--- src/rtl/mem_arbiter.sv ---
// mem_arbiter: two-master round-robin arbiter onto one picorv32-style native bus.
// Grant is held until the slave completes. One idle cycle separates transactions.
// Optional forced completion of a hung slave is enabled by defining ARB_TIMEOUT_EN.

// Per-master response path: only the owner sees the slave response.
module mem_arbiter_port #(
  parameter logic [31:0] TIMEOUT_DATA = 32'hDEAD_BEEF
) (
  input  logic        sel,
  input  logic        valid,
  input  logic        s_ready,
  input  logic        tmo,
  input  logic [31:0] s_rdata,
  output logic        ready,
  output logic [31:0] rdata
);
  // ready only while this master owns the bus and still requests; a forced completion substitutes TIMEOUT_DATA
  always_comb begin
    ready = sel & valid & (s_ready | tmo);
    rdata = '0;
    if (sel) rdata = tmo ? TIMEOUT_DATA : s_rdata;
  end
endmodule

module mem_arbiter #(
  parameter int unsigned TIMEOUT_CYCLES = 255,
  parameter logic [31:0] TIMEOUT_DATA   = 32'hDEAD_BEEF
) (
  input  logic        clk_24,
  input  logic        resetn,
  input  logic        m0_valid,
  input  logic [31:0] m0_addr,
  input  logic [31:0] m0_wdata,
  input  logic [3:0]  m0_wstrb,
  output logic        m0_ready,
  output logic [31:0] m0_rdata,
  input  logic        m1_valid,
  input  logic [31:0] m1_addr,
  input  logic [31:0] m1_wdata,
  input  logic [3:0]  m1_wstrb,
  output logic        m1_ready,
  output logic [31:0] m1_rdata,
  output logic        s_valid,
  output logic [31:0] s_addr,
  output logic [31:0] s_wdata,
  output logic [3:0]  s_wstrb,
  input  logic        s_ready,
  input  logic [31:0] s_rdata,
  output logic [1:0]  grant,
  output logic        timeout_flag
);
  localparam int NUM_M = 2;

  typedef enum logic {IDLE = 1'b0, GNT = 1'b1} state_t;

  state_t                      state, state_nxt;
  logic [NUM_M-1:0]            grant_q, grant_nxt;
  logic                        last_q, last_nxt;   // index of the master that last completed
  logic [NUM_M-1:0]            m_valid;
  logic [NUM_M-1:0][31:0]      m_addr, m_wdata;
  logic [NUM_M-1:0][3:0]       m_wstrb;
  logic [NUM_M-1:0]            p_ready;
  logic [NUM_M-1:0][31:0]      p_rdata;
  logic                        in_gnt, gidx, g_valid, tmo;

  assign m_valid = {m1_valid, m0_valid};
  assign m_addr  = {m1_addr,  m0_addr};
  assign m_wdata = {m1_wdata, m0_wdata};
  assign m_wstrb = {m1_wstrb, m0_wstrb};

  assign in_gnt  = (state == GNT);
  // grant_q is one-hot in GNT, so bit 1 is the owner index; meaningless in IDLE and always gated by in_gnt
  assign gidx    = grant_q[1];
  assign g_valid = m_valid[gidx];

`ifdef ARB_TIMEOUT_EN
  localparam int CW = $clog2(TIMEOUT_CYCLES + 1);

  logic [CW-1:0] wait_cnt;
  logic          tflag_q;

  // wait_cnt reads k-1 in the k-th GNT cycle, so the forced completion lands on GNT cycle TIMEOUT_CYCLES,
  // the cycle in which the count reaches TIMEOUT_CYCLES; s_ready in that cycle takes precedence
  assign tmo = in_gnt & g_valid & ~s_ready & (wait_cnt == CW'(TIMEOUT_CYCLES - 1));

  // Wait counter: zero while idle so every grant starts from 0, saturating while the slave stalls
  always_ff @(posedge clk_24 or negedge resetn) begin
    if (!resetn)                           wait_cnt <= '0;
    else if (!in_gnt)                      wait_cnt <= '0;
    else if (!s_ready && wait_cnt != '1)   wait_cnt <= wait_cnt + CW'(1);
  end

  // Sticky record that some transaction was force-completed
  always_ff @(posedge clk_24 or negedge resetn) begin
    if (!resetn)  tflag_q <= 1'b0;
    else if (tmo) tflag_q <= 1'b1;
  end

  assign timeout_flag = tflag_q;
`else
  // No forced completion: a hung slave keeps the grant until its master gives up
  assign tmo          = 1'b0;
  assign timeout_flag = 1'b0;
`endif

  // State, owner and round-robin history registers
  always_ff @(posedge clk_24 or negedge resetn) begin
    if (!resetn) begin
      state   <= IDLE;
      grant_q <= '0;
      last_q  <= 1'b1;   // master 0 wins the first tie
    end else begin
      state   <= state_nxt;
      grant_q <= grant_nxt;
      last_q  <= last_nxt;
    end
  end

  // Arbitrate in IDLE, release on completion, abort or forced completion
  always_comb begin
    state_nxt = state;
    grant_nxt = grant_q;
    last_nxt  = last_q;
    case (state)
      IDLE: begin
        if (|m_valid) begin
          state_nxt = GNT;
          if (&m_valid) grant_nxt = last_q ? 2'b01 : 2'b10;
          else          grant_nxt = m_valid;
        end
      end
      GNT: begin
        if (!g_valid) begin
          // master withdrew: release without touching the round-robin history
          state_nxt = IDLE;
          grant_nxt = '0;
        end else if (s_ready || tmo) begin
          state_nxt = IDLE;
          grant_nxt = '0;
          last_nxt  = gidx;
        end
      end
      default: begin
        state_nxt = IDLE;
        grant_nxt = '0;
      end
    endcase
  end

  assign s_valid = in_gnt & g_valid & ~tmo;
  assign s_addr  = in_gnt ? m_addr[gidx]  : '0;
  assign s_wdata = in_gnt ? m_wdata[gidx] : '0;
  assign s_wstrb = in_gnt ? m_wstrb[gidx] : '0;
  assign grant   = grant_q;

  for (genvar i = 0; i < NUM_M; i++) begin : g_port
    mem_arbiter_port #(.TIMEOUT_DATA(TIMEOUT_DATA)) u_port (
      .sel     (grant_q[i]),
      .valid   (m_valid[i]),
      .s_ready (s_ready),
      .tmo     (tmo),
      .s_rdata (s_rdata),
      .ready   (p_ready[i]),
      .rdata   (p_rdata[i])
    );
  end

  assign m0_ready = p_ready[0];
  assign m0_rdata = p_rdata[0];
  assign m1_ready = p_ready[1];
  assign m1_rdata = p_rdata[1];

endmodule

--- config.mk ---
export PLATFORM = sky130hd
export DESIGN_NAME = mem_arbiter
export DESIGN_NICKNAME = d
export VERILOG_FILES = /design/src/rtl/mem_arbiter.sv
export SDC_FILE = /design/constraint.sdc
export NUM_CORES = 1
export LEC_CHECK = 0
export CAP_MARGIN = 20
export CORE_AREA = 8 8 113 115
export CTS_BUF_LIST = sky130_fd_sc_hd__clkbuf_4
export CTS_CLUSTER_DIAMETER = 50
export DETAILED_ROUTE_END_ITERATION = 10
export DIE_AREA = 0 0 121 123
export PLACE_DENSITY = 0.67
export SLEW_MARGIN = 20
export SYNTH_ARGS = -nofsm -noshare
export SYNTH_HDL_FRONTEND = slang
export SYNTH_SLANG_ARGS = --single-unit
export TNS_END_PERCENT = 50
--- constraint.sdc ---
create_clock -name clk_24 -period 4 [get_ports clk_24]
set_input_delay 1 -clock clk_24 [delete_from_list [all_inputs] [get_ports clk_24]]
set_output_delay 1 -clock clk_24 [all_outputs]
set_load 0.1 [all_outputs]
==> flow_summary.yaml <==
floorplanning:
  fp-row-count: 39
  num_io_pins: 311
  core_area_mm2: 0.0111
  die_y_um: 123
  die_width_um: 121
  dieArea_mm2: 0.0149
  start_util_pct: 15.7
detailed_routing:
  wl_per_cell_um: 15.9
  num_vias: 2799
  wl_mm: 10.9
  drc: 0
  vias_per_cell: 4.07
  dr.first_iter.drc_count: 75
  dr.pass1.iters: 4
  drtAntennaViolNets: 0
clock_tree:
  clock-sinks: 4
  cts_root_buf: "clkbuf_4"
  htree_levels: 1
  post_cts_resized: 0
  cts_setup_buffers: 0
  cts_tree: "done"
  cts_inserted_buffers: 3
  hold_buffers: 0
  clkLatencyLatePin_ns: 0.23
  clockBufferDepth: 2
  clk_pin_slew_ns: 0.04
critical_path:
  critPathMaxFanout: 8
  crit_type: "in2out"
  crit_chain: "clkdlybuf4s50_1 > mux2i_1 > nor2_1 > buf_12"
  max_stage_delay_ns: 0.61
  ff2ff_path_depth: 3
  slowest_stage: "clkdlybuf4s50_1"
  reg2reg_slack_ns: 2.54
  arrival_ns: 2.18
  startpoint_type: "input pin"
  endpoint_kind: "primary output"
  required_ns: 3.00
run:
  maxCapViolCount: 0
synthesis:
  syn_inst: 252
  synth_edf_count: 0
  ys_warn_count: 0
  async_flop_share_pct: 100
  syn_area_mm2: 0.00174
  synth.distinct_cells: 22
  seq_area_frac_synth_pct: 5.84
  avgSynthCellArea_um2: 6.89
  synthFlopType: "dfrtp_1"
  syn_nets: 425
  synth.ff_latch_count: 4
timing:
  fin_setup_tns_ns: 0
  fmax_ghz: 0.314
  period_minus_slack_ns: 3.18
  final-hold-violation-count: 0
  rsz0062_at_grt: "no"
  min_period_over_period_pct: 79.6
  relSlewSlack_pct: 43.7
  worst_pin_slew_ns: 0.845
  fin_worst_skew_ns: 0.00327
  drv_slew: 0
  finalSetupViolations: 0
power:
  leakagePower_nw: 2.15
  vdd_drop_max_v: 0.000283
  combinationalPowerShare_pct: 93.6
  p_seq_share_pct: 3.8
  sw_frac_of_total_pct: 73.2
  intPower_w: 0.000635
  p_sw_w: 0.00173
  powerDensity_mw_per_mm2: 517
  p_clk_share_pct: 2.6
global_routing:
  antenna_found_initial: 3
  grt_pass1_vias: 2968
  grt_overflow: 0
  grt_pass1_wl_mm: 15.0
  grt_max_degree: 48
  track_usage_pct: 12.5
finish:
  final_nets: 717
  fin_area_mm2: 0.00458
  area_delta_synth_final_pct: 164
  drive_gt1_share_pct: 27.3
worst_hold_path:
  hp-class: "reg2reg"
  min_path_cells: 2
placed_design:
  dp_hpwl_mm: 9.58
  place_area_mm2: 0.00454
  portBuffers: 309
  place.gp.congestion: 0.803
status:
  status: "complete, no violations"
## state kept, by name, summed over array words and instances, names as in the netlist
signal  flops
grant       2
in_gnt      1
last_q      1
## cells in the final DEF (no fill, tap or decap), drive strengths merged
cell	count
clkdlybuf4s50	172
buf	141
nor2	71
mux2i	69
and2	64
clkbuf	4
nand2	3
a21oi	3
dfrtp	3
and3	2
o21ai	2
a32o	2
inv	2
diode	1
o22ai	1
nand3	1
a31oi	1
conb	1
dfstp	1
## cell usage after synthesis, types with 2 or more instances
| cell type | count | area, um2 |
|---|---|---|
| nor2_1 | 71 | 267 |
| mux2i_1 | 69 | 691 |
| and2_1 | 64 | 400 |
| buf_4 | 9 | 67.6 |
| clkbuf_1 | 8 | 30.0 |
| a21oi_1 | 3 | 15.0 |
| buf_2 | 3 | 15.0 |
| clkbuf_2 | 3 | 15.0 |
| dfrtp_1 | 3 | 75.1 |
| nand2_1 | 3 | 11.3 |
| a32o_1 | 2 | 20.0 |
| and3_1 | 2 | 12.5 |
| buf_12 | 2 | 40.0 |
| o21ai_0 | 2 | 10.0 |
## worst paths after layout
check / end / from
max in group asynchronous: last_q / resetn
min in group asynchronous: grant[1] / resetn
hold reg to reg: last_q / last_q
hold / removal: last_q / last_q
setup / recovery: s_valid / m0_valid
setup reg to reg: grant[0] / grant[1]
## logic make-up (layout without fill, tap and decap cells)
logic type      count (synthesis)  after routing  share of synthesized area [%]
simple gates                  141            141                           40.1
mux                            69             69                           39.8
buf+inv                        28            319                           10.7
compound gates                  9              9                           3.32
flops                           4              4                           5.84
other cells                     1              2                          0.216
## layer usage
layer | vias up | routed length (um) | global-route usage (%)
met2 | 173 | 5660 | 24.0
met5 | - | 27 | 0
li1 | 1403 | - | -
met4 | 4 | 69 | 2.58
met1 | 1213 | 3950 | 12.6
met3 | 6 | 1210 | 4.57
## stage by stage
step | power (W) | util [%] | worst slack (ns) | cells | hold WS [ns]
CTS | 0.00239 | 41.3 | 0.834 | 686 | 0.568
finish | 0.00237 | 41.3 | 0.818 | 687 | 0.566
global route | 0.00245 | 41.3 | 0.741 | 687 | 0.631
global placement | 0.00232 | 41.0 | 0.836 | 682 | 0.533
floorplan | 0.00181 | - | 0.662 | 252 | 0.515
detailed placement | 0.00232 | 41.0 | 0.836 | 682 | 0.562
## power groups by stage
stage | Combinational [W] | Sequential [W] | Clock (W)
floorplan | 0.00176 | 0.0000520 | 0
global placement | 0.00222 | 0.0000934 | 0
detailed placement | 0.00223 | 0.0000936 | 0
CTS | 0.00223 | 0.0000930 | 0.0000649
global route | 0.00228 | 0.0000971 | 0.0000665
finish | 0.00221 | 0.0000910 | 0.0000615
## critical path, delay by kind of cell
kind                   cells  cell delay, ns
buffers and inverters      2            0.82
AND/OR/NAND/NOR            1            0.23
multiplexers               1            0.12
## final cells by class
| cell class | instances | area [um2] |
|---|---|---|
| Fill cell | 1115 | 6500 |
| Inverter | 2 | 7.51 |
| Tap cell | 143 | 179 |
| Sequential cell | 4 | 105 |
| Antenna cell | 1 | 2.50 |
| Multi-Input combinational cell | 220 | 1450 |
| Timing Repair Buffer | 313 | 2810 |
| Clock buffer | 4 | 30.0 |
Power figures use the tool's default switching activity.
